[src/rtl/icache_pkg.sv]
// rtl/icache_pkg.sv - shared types and address-field helpers for icache_resp (ICACHE_PREFETCH_EN adds PREFETCH)
package icache_pkg;

  typedef enum logic [1:0] {
    IDLE = 2'd0,
    FILL = 2'd1
`ifdef ICACHE_PREFETCH_EN
    , PREFETCH = 2'd2
`endif
  } fill_state_e;

  // Response word when there is no hit; bit0 clear marks it non-atomic.
  localparam logic [31:0] NOP = 32'h0000_0000;

  function automatic int off_w(input int line_words);
    return $clog2(line_words);
  endfunction

  function automatic int idx_w(input int num_lines);
    return $clog2(num_lines);
  endfunction

  function automatic int tag_w(input int num_lines, input int line_words);
    return 32 - 2 - off_w(line_words) - idx_w(num_lines);
  endfunction

endpackage

[src/rtl/icache_resp_if.sv]
// rtl/icache_resp_if.sv - fetch and instruction-memory signals of icache_resp
interface icache_resp_if;
  logic        i_rd;
  logic [31:0] i_addr;
  logic        flush;
  logic [31:0] i_data;
  logic        i_miss;
  logic        i_segfault;
  logic        mem_rd;
  logic [31:0] mem_addr;
  logic [31:0] mem_rdata;
  logic        mem_rvalid;

  modport master (
    output i_rd, i_addr, flush, mem_rdata, mem_rvalid,
    input  i_data, i_miss, i_segfault, mem_rd, mem_addr
  );

  modport slave (
    input  i_rd, i_addr, flush, mem_rdata, mem_rvalid,
    output i_data, i_miss, i_segfault, mem_rd, mem_addr
  );
endinterface

[src/rtl/icache_fill.sv]
// rtl/icache_fill.sv - line fill FSM, word counter and memory handshake (ICACHE_PREFETCH_EN enables next-line prefetch)
module icache_fill
  import icache_pkg::*;
#(
  parameter int   NUM_LINES  = 16,
  parameter int   LINE_WORDS = 4,
  localparam int  OFF_W      = off_w(LINE_WORDS),
  localparam int  IDX_W      = idx_w(NUM_LINES),
  localparam int  LINE_W     = 30 - OFF_W
) (
  input  logic              clk,
  input  logic              rst,
  input  logic              flush,
  input  logic              miss_req,
  input  logic [LINE_W-1:0] req_line,
`ifdef ICACHE_PREFETCH_EN
  input  logic              next_ok,
`endif
  input  logic              mem_rvalid,
  output logic              mem_rd,
  output logic [31:0]       mem_addr,
  output logic [LINE_W-1:0] line,
  output logic [OFF_W-1:0]  word,
  output logic              data_we,
  output logic              tag_we,
  output logic              inv_we,
  output logic [IDX_W-1:0]  inv_idx
);

  fill_state_e       state_q, state_d;
  logic [OFF_W-1:0]  cnt_q;
  logic [LINE_W-1:0] line_q;
  logic              last_word;
  logic              start;
  logic              word_done;

  assign last_word = (cnt_q == OFF_W'(LINE_WORDS - 1));
  assign start     = (state_q == IDLE) && miss_req && !flush;
  assign word_done = (state_q != IDLE) && mem_rvalid && !flush;

`ifdef ICACHE_PREFETCH_EN
  logic pf_start;
  assign pf_start = word_done && last_word && (state_q == FILL) && next_ok;
`endif

  always_ff @(posedge clk) begin
    if (rst) state_q <= IDLE;
    else     state_q <= state_d;
  end

  always_comb begin
    state_d = state_q;
    case (state_q)
      IDLE: begin
        if (start) state_d = FILL;
      end
      default: begin
        if (flush) begin
          state_d = IDLE;
        end else if (word_done && last_word) begin
`ifdef ICACHE_PREFETCH_EN
          state_d = pf_start ? PREFETCH : IDLE;
`else
          state_d = IDLE;
`endif
        end
      end
    endcase
  end

  always_comb begin
    mem_rd  = (state_q != IDLE);
    data_we = word_done;
    tag_we  = word_done && last_word;
    inv_we  = start;
    inv_idx = req_line[IDX_W-1:0];
`ifdef ICACHE_PREFETCH_EN
    // The next line may hold a stale alias; drop it before overwriting words.
    if (pf_start) begin
      inv_we  = 1'b1;
      inv_idx = line_q[IDX_W-1:0] + 1'b1;
    end
`endif
  end

  always_ff @(posedge clk) begin
    if (rst) begin
      line_q <= '0;
      cnt_q  <= '0;
    end else if (flush) begin
      cnt_q  <= '0;
    end else if (start) begin
      line_q <= req_line;
      cnt_q  <= '0;
    end else if (word_done) begin
      cnt_q  <= cnt_q + 1'b1;
`ifdef ICACHE_PREFETCH_EN
      if (pf_start) line_q <= line_q + 1'b1;
`endif
    end
  end

  assign mem_addr = {line_q, cnt_q, 2'b00};
  assign line     = line_q;
  assign word     = cnt_q;

endmodule

[src/rtl/icache_resp.sv]
// rtl/icache_resp.sv - direct-mapped instruction responder with one outstanding fill (ICACHE_PREFETCH_EN enables next-line prefetch)
module icache_resp
  import icache_pkg::*;
#(
  parameter int          NUM_LINES  = 16,
  parameter int          LINE_WORDS = 4,
  parameter logic [31:0] TEXT_BASE  = 32'h0000_0000,
  parameter logic [31:0] TEXT_LIMIT = 32'h0001_0000
) (
  input logic         clk,
  input logic         rst,
  icache_resp_if.slave bus
);

  localparam int OFF_W  = off_w(LINE_WORDS);
  localparam int IDX_W  = idx_w(NUM_LINES);
  localparam int TAG_W  = tag_w(NUM_LINES, LINE_WORDS);
  localparam int LINE_W = IDX_W + TAG_W;

  logic [NUM_LINES-1:0] valid_q;
  logic [TAG_W-1:0]     tag_q  [NUM_LINES];
  logic [31:0]          data_q [NUM_LINES*LINE_WORDS];

  logic [OFF_W-1:0]  req_off;
  logic [IDX_W-1:0]  req_idx;
  logic [TAG_W-1:0]  req_tag;
  logic [32:0]       base_diff, limit_diff;
  logic              segfault, present, miss_req;

  logic              fill_mem_rd;
  logic [31:0]       fill_mem_addr;
  logic [LINE_W-1:0] fill_line;
  logic [OFF_W-1:0]  fill_word;
  logic [IDX_W-1:0]  fill_idx, inv_idx;
  logic [TAG_W-1:0]  fill_tag;
  logic              data_we, tag_we, inv_we;

  assign req_off = bus.i_addr[OFF_W+1:2];
  assign req_idx = bus.i_addr[OFF_W+IDX_W+1:OFF_W+2];
  assign req_tag = bus.i_addr[31:OFF_W+IDX_W+2];

  // Borrow bits of 33-bit differences give the unsigned range test.
  assign base_diff  = {1'b0, bus.i_addr} - {1'b0, TEXT_BASE};
  assign limit_diff = {1'b0, bus.i_addr} - {1'b0, TEXT_LIMIT};
  assign segfault   = (|bus.i_addr[1:0]) || base_diff[32] || !limit_diff[32];

  assign fill_idx = fill_line[IDX_W-1:0];
  assign fill_tag = fill_line[LINE_W-1:IDX_W];

  // A line under refill always misses, including on its completing edge.
  assign present  = valid_q[req_idx] && (tag_q[req_idx] == req_tag)
                    && !(fill_mem_rd && (fill_idx == req_idx));
  assign miss_req = bus.i_rd && !segfault && !present;

`ifdef ICACHE_PREFETCH_EN
  logic [LINE_W:0]  next_line;
  logic [IDX_W-1:0] next_idx;
  logic [TAG_W-1:0] next_tag;
  logic [32:0]      next_limit_diff;
  logic             next_ok;

  assign next_line       = {1'b0, fill_line} + 1'b1;
  assign next_idx        = next_line[IDX_W-1:0];
  assign next_tag        = next_line[LINE_W-1:IDX_W];
  assign next_limit_diff = {1'b0, next_line[LINE_W-1:0], {OFF_W{1'b0}}, 2'b00} - {1'b0, TEXT_LIMIT};
  assign next_ok         = !next_line[LINE_W] && next_limit_diff[32]
                           && !(valid_q[next_idx] && (tag_q[next_idx] == next_tag));
`endif

  icache_fill #(
    .NUM_LINES  (NUM_LINES),
    .LINE_WORDS (LINE_WORDS)
  ) u_fill (
    .clk        (clk),
    .rst        (rst),
    .flush      (bus.flush),
    .miss_req   (miss_req),
    .req_line   ({req_tag, req_idx}),
`ifdef ICACHE_PREFETCH_EN
    .next_ok    (next_ok),
`endif
    .mem_rvalid (bus.mem_rvalid),
    .mem_rd     (fill_mem_rd),
    .mem_addr   (fill_mem_addr),
    .line       (fill_line),
    .word       (fill_word),
    .data_we    (data_we),
    .tag_we     (tag_we),
    .inv_we     (inv_we),
    .inv_idx    (inv_idx)
  );

  assign bus.mem_rd   = fill_mem_rd;
  assign bus.mem_addr = fill_mem_addr;

  always_ff @(posedge clk) begin
    if (rst) begin
      bus.i_data     <= NOP;
      bus.i_miss     <= 1'b0;
      bus.i_segfault <= 1'b0;
    end else begin
      bus.i_data     <= (bus.i_rd && !segfault && present) ? data_q[{req_idx, req_off}] : NOP;
      bus.i_miss     <= miss_req;
      bus.i_segfault <= bus.i_rd && segfault;
    end
  end

  always_ff @(posedge clk) begin
    if (rst || bus.flush) begin
      valid_q <= '0;
    end else begin
      if (inv_we) valid_q[inv_idx]  <= 1'b0;
      if (tag_we) valid_q[fill_idx] <= 1'b1;
    end
  end

  always_ff @(posedge clk) begin
    if (tag_we) tag_q[fill_idx] <= fill_tag;
  end

  always_ff @(posedge clk) begin
    if (data_we) data_q[{fill_idx, fill_word}] <= bus.mem_rdata;
  end

endmodule

[src/flat_wrapper.sv]
// flat-port wrapper written by rule: the top's interface ports become plain ports
module icache_resp_flat import icache_pkg::*;
#(
  parameter int          NUM_LINES  = 16,
  parameter int          LINE_WORDS = 4,
  parameter logic [31:0] TEXT_BASE  = 32'h0000_0000,
  parameter logic [31:0] TEXT_LIMIT = 32'h0001_0000
)
  (clk, rst, bus_i_rd, bus_i_addr, bus_flush, bus_mem_rdata, bus_mem_rvalid, bus_i_data, bus_i_miss, bus_i_segfault, bus_mem_rd, bus_mem_addr);
  icache_resp_if bus_i ();
  input logic clk;
  input logic rst;
  input wire logic [$bits(bus_i.i_rd)-1:0] bus_i_rd;
  input wire logic [$bits(bus_i.i_addr)-1:0] bus_i_addr;
  input wire logic [$bits(bus_i.flush)-1:0] bus_flush;
  input wire logic [$bits(bus_i.mem_rdata)-1:0] bus_mem_rdata;
  input wire logic [$bits(bus_i.mem_rvalid)-1:0] bus_mem_rvalid;
  output wire logic [$bits(bus_i.i_data)-1:0] bus_i_data;
  output wire logic [$bits(bus_i.i_miss)-1:0] bus_i_miss;
  output wire logic [$bits(bus_i.i_segfault)-1:0] bus_i_segfault;
  output wire logic [$bits(bus_i.mem_rd)-1:0] bus_mem_rd;
  output wire logic [$bits(bus_i.mem_addr)-1:0] bus_mem_addr;
  assign bus_i.i_rd = bus_i_rd;
  assign bus_i.i_addr = bus_i_addr;
  assign bus_i.flush = bus_flush;
  assign bus_i.mem_rdata = bus_mem_rdata;
  assign bus_i.mem_rvalid = bus_mem_rvalid;
  assign bus_i_data = bus_i.i_data;
  assign bus_i_miss = bus_i.i_miss;
  assign bus_i_segfault = bus_i.i_segfault;
  assign bus_mem_rd = bus_i.mem_rd;
  assign bus_mem_addr = bus_i.mem_addr;
  icache_resp #(.NUM_LINES(NUM_LINES), .LINE_WORDS(LINE_WORDS), .TEXT_BASE(TEXT_BASE), .TEXT_LIMIT(TEXT_LIMIT)) u_core (.clk(clk), .rst(rst), .bus(bus_i));
endmodule
[config.mk]
export PLATFORM = sky130hd
export DESIGN_NAME = icache_resp_flat
export DESIGN_NICKNAME = d
export VERILOG_FILES = /design/src/rtl/icache_pkg.sv /design/src/rtl/icache_resp_if.sv /design/src/rtl/icache_fill.sv /design/src/rtl/icache_resp.sv /design/src/flat_wrapper.sv
export SDC_FILE = /design/constraint.sdc
export NUM_CORES = 2
export LEC_CHECK = 0
export BUFFER_PORTS_ARGS = -buffer_cell sky130_fd_sc_hd__buf_4
export CAP_MARGIN = 20
export CORE_MARGIN = 3
export CORE_UTILIZATION = 50
export CTS_BUF_LIST = sky130_fd_sc_hd__clkbuf_4 sky130_fd_sc_hd__clkbuf_8 sky130_fd_sc_hd__clkbuf_16
export CTS_CLUSTER_DIAMETER = 80
export DETAILED_ROUTE_END_ITERATION = 10
export HOLD_SLACK_MARGIN = 0.03
export PLACE_DENSITY = 0.68
export SLEW_MARGIN = 30
export SYNTH_ARGS = -nofsm -noshare
export SYNTH_HDL_FRONTEND = slang
export SYNTH_SLANG_ARGS = --single-unit
[constraint.sdc]
create_clock -name clk -period 3.9 [get_ports clk]
set_input_delay 0.195 -clock clk [delete_from_list [all_inputs] [get_ports clk]]
set_output_delay 0.195 -clock clk [all_outputs]
set_load 0.02 [all_outputs]
==> impl_summary.log <==
[metrics] Skew-Pair Late Insertion Delay: 910 ps
[metrics] share of flip-flops with an asynchronous set or reset: 0%
[metrics] area of the multi-input gates: 21000 µm²
[metrics] buffers added on ports: 133
[metrics] synthesized cell area: 96000 µm²
[metrics] clock tree from TritonCTS: built
[metrics] Fill cells: 13592
[metrics] routability-driven placement congestion ratio: 0.895
[metrics] post-route minimum period: 3780 ps
[metrics] Final ANT Viol Nets: 0
[metrics] worst vdd ir: 462 µV
[metrics] post-detail-place hpwl: 157 mm
[metrics] synthesized-area fraction occupied by xor and xnor cells: 0.265%
[metrics] Congestion Overflow GR: 0
[metrics] I/O pin total: 136
[metrics] routed vias: 50230
[metrics] max_slew headroom: 34.7%
[metrics] number of global-route vias before repair: 48788
[metrics] compound-cell area share of the yosys netlist: 2.62%
[metrics] leading post-synthesis cells by instance count: sky130_fd_sc_hd__edfxtp_1, sky130_fd_sc_hd__mux4_2, sky130_fd_sc_hd__nor2_1
[metrics] initial core utilization: 50.4%
[metrics] number of synthesized register bits: 2513
[metrics] Unique masters post-synth: 73
[metrics] synthesized-area fraction occupied by adder cells: 0.0130%
[metrics] largest area contributor in the netlist: sky130_fd_sc_hd__edfxtp_1
[metrics] endpoint type of the worst setup path: flip-flop
[metrics] DRC violations left: 0
[metrics] total CTS buffers: 236
[metrics] root cell of the clock tree: sky130_fd_sc_hd__clkbuf_16
[metrics] dominant combinational cell family by area after synthesis: multiplexers
[metrics] type of the tightest min-delay check: input port to flip-flop
[metrics] maximum clock insertion buffer count: 3
[metrics] All-Layer GR Usage: 27.6%
[metrics] combined flip-flop and latch cell area: 74700 µm²
[metrics] run status: complete, no violations
[metrics] endpoints failing hold: 0
[metrics] number of clock sinks: 2513
[metrics] most used standard cell by instance count after synthesis: sky130_fd_sc_hd__edfxtp_1
[metrics] dominant register cell in the synthesized netlist: sky130_fd_sc_hd__edfxtp_1
[metrics] number of enable flip-flop cells after synthesis: 2432
[metrics] count of maximum capacitance violations: 0
[metrics] die width: 444 µm
[metrics] number of nets at the end of the flow: 4893
[metrics] average cell area after synthesis: 22.0 µm²
[metrics] detail-routed via count per cell: 6.66
[metrics] die span in y: 444 µm
[metrics] RSZ-0062 raised after global routing: no
[metrics] wire per inst: 36.3 µm
[metrics] layout overhead on the synthesized area: 15.8%
[metrics] number of setup buffers added after CTS: 0
[metrics] number of antenna violations at the first check in global routing: 11
[metrics] crit-path max FO: 13
[metrics] number of warning messages in the yosys log: 0
[metrics] die footprint: 197000 µm²
[metrics] pin count of the biggest net entering global routing: 65
[metrics] leakage power of the design: 35.7 nW
[metrics] hold slack: 145 ps
[metrics] core outline area: 191000 µm²
[metrics] max-slew violation count: 0
[metrics] required time of the critical path: 4690 ps
[metrics] register area share after synthesis: 77.7%
[metrics] synthesized netlist cell count: 4355
[metrics] Layout Skew: 101 ps
[metrics] Worst-path clk slew: 60 ps
[metrics] first-pass GRT wire length: 380 mm
[metrics] synthesized-area fraction occupied by and/or/nand/nor cells: 2.31%
[metrics] final setup TNS: 0 ps
[metrics] Setup-failing EPs final: 0
[metrics] top cells by area in the synthesized netlist: sky130_fd_sc_hd__edfxtp_1, sky130_fd_sc_hd__mux4_2, sky130_fd_sc_hd__dfxtp_1, sky130_fd_sc_hd__mux2i_1, sky130_fd_sc_hd__a22oi_1
[metrics] part of the cycle the worst path needs: 97.0%
[metrics] share of layout cells above drive strength 1: 31.4%
[metrics] level count of the clock H-tree: 4
[metrics] transition time at the pin with the least slew margin: 980 ps
[metrics] DRC violation total after the first TritonRoute iteration: 7212
[metrics] Placement Rows: 160
[metrics] routed wire length: 274 mm
[metrics] highest attainable clock frequency: 264 MHz
[metrics] power per standard cell area: 495 nW/µm²
[metrics] Yosys top cell area share: 76.1%
[metrics] mux cell area share after synthesis: 15.9%
[metrics] arrival time worst endpoint: 4580 ps
[metrics] Setup Crit Path Kind: flip-flop to flip-flop
[metrics] DR pass1 iterations: 7
[metrics] kind of start point of the critical path: flip-flop
-- final cells by class --
cell class	instances	share of cell area, %
Timing Repair Buffer	458	3.89
Clock buffer	326	6.01
Antenna cell	6	0.0135
Tap cell	2511	2.83
Sequential cell	2513	67.1
Multi-Input combinational cell	1606	18.9
Inverter	8	0.0270
Clock inverter	119	1.23
-- metal layers --
metal | track usage [%] | wire length (µm) | vias to the layer above
li1 | - | - | 19430
met1 | 39.2 | 102000 | 26788
met2 | 42.9 | 130000 | 3441
met3 | 5.99 | 31300 | 569
met4 | 9.95 | 10600 | 2
met5 | 0 | 12 | -
-- sequential cells by signal, indices dropped and copies added, names as in the netlist, 2 cells and up --
register            count
u_core.u_fill.line     28
u_core.valid_q         16
u_core.data_q        2048
u_core.bus.i_data      32
u_core.tag_q          384
u_core.u_fill.word      2
-- kinds of logic after synthesis --
group | Yosys count
compound gates | 351
xor+xnor | 29
fa+ha+maj | 1
buf+inv | 238
flops | 2513
mux | 765
other cells | 1
simple gates | 457
-- worst max-delay path: stages (launching register included) --
cell and delay, ps:
sky130_fd_sc_hd__edfxtp_1 380, sky130_fd_sc_hd__mux4_1 500, sky130_fd_sc_hd__mux4_2 500, sky130_fd_sc_hd__xnor2_1 310, sky130_fd_sc_hd__o211ai_1 250, sky130_fd_sc_hd__or4b_4 650
sky130_fd_sc_hd__or4_1 520, sky130_fd_sc_hd__nand3_1 100, sky130_fd_sc_hd__dlygate4sd3_1 550
-- where the power goes --
part           total, mW  leakage (nW)  switching, mW  internal, mW
clock               23.3          4.01           10.1          13.3
combinational       2.21          8.76           1.32         0.892
sequential          29.5          22.9       0.000210          29.5
-- per-stage QoR --
stage	total power, mW	area (µm²)	std cells	util [%]	setup slack [ps]
2_1_floorplan	31.3	96000	4356	-	526
3_3_place_gp	32.2	103000	7039	53.8	298
3_5_place_dp	32.2	103000	7040	53.8	246
4_1_cts	55.3	111000	7540	58.3	135
5_1_grt	56.5	111000	7541	58.3	41.6
6_report	55.1	111000	7547	58.4	115
-- final timing paths --
kind / slack [ps] / cells past startpoint / to / from
hold / removal: 140 / 5 / u_core.u_fill.line[1]$_SDFFE_PP0P_ / bus_i_addr[5]
setup reg to reg: 120 / 8 / u_core.u_fill.line[5]$_SDFFE_PP0P_ / u_core.tag_q[6][8]$_DFFE_PP_
setup / recovery: 120 / 8 / u_core.u_fill.line[5]$_SDFFE_PP0P_ / u_core.tag_q[6][8]$_DFFE_PP_
hold reg to reg: 550 / 1 / u_core.valid_q[1]$_SDFF_PP0_ / u_core.valid_q[1]$_SDFF_PP0_
-- layout by cell type, fill, tap and decap left out, types with 30 or more instances in the layout --
cell	Yosys	final
sky130_fd_sc_hd__edfxtp_1	2432	2432
sky130_fd_sc_hd__mux4_2	600	600
sky130_fd_sc_hd__buf_4	11	341
sky130_fd_sc_hd__clkbuf_16	0	237
sky130_fd_sc_hd__a22oi_1	134	134
sky130_fd_sc_hd__nand2_1	133	133
sky130_fd_sc_hd__mux2i_1	117	117
sky130_fd_sc_hd__nor2_4	0	83
sky130_fd_sc_hd__dfxtp_1	81	81
sky130_fd_sc_hd__clkbuf_4	0	75
sky130_fd_sc_hd__buf_12	1	56
sky130_fd_sc_hd__dlygate4sd3_1	0	55
sky130_fd_sc_hd__nor2_1	140	49
sky130_fd_sc_hd__mux2_2	45	45
sky130_fd_sc_hd__clkinv_2	0	42
sky130_fd_sc_hd__a21oi_1	41	41
sky130_fd_sc_hd__o21ai_0	39	39
sky130_fd_sc_hd__nand3_1	31	31
sky130_fd_sc_hd__o22ai_1	30	30
sky130_fd_sc_hd__clkinv_1	3	30
-- repair_timing --
| action | in CTS | in global routing |
|---|---|---|
| gates resized for setup | 0 | 3 |
| setup endpoints to repair | 0 | 1 |
| hold buffers | 55 | 0 |
| hold endpoints to repair | 2096 | 0 |
(Power assumes the default switching activity.)
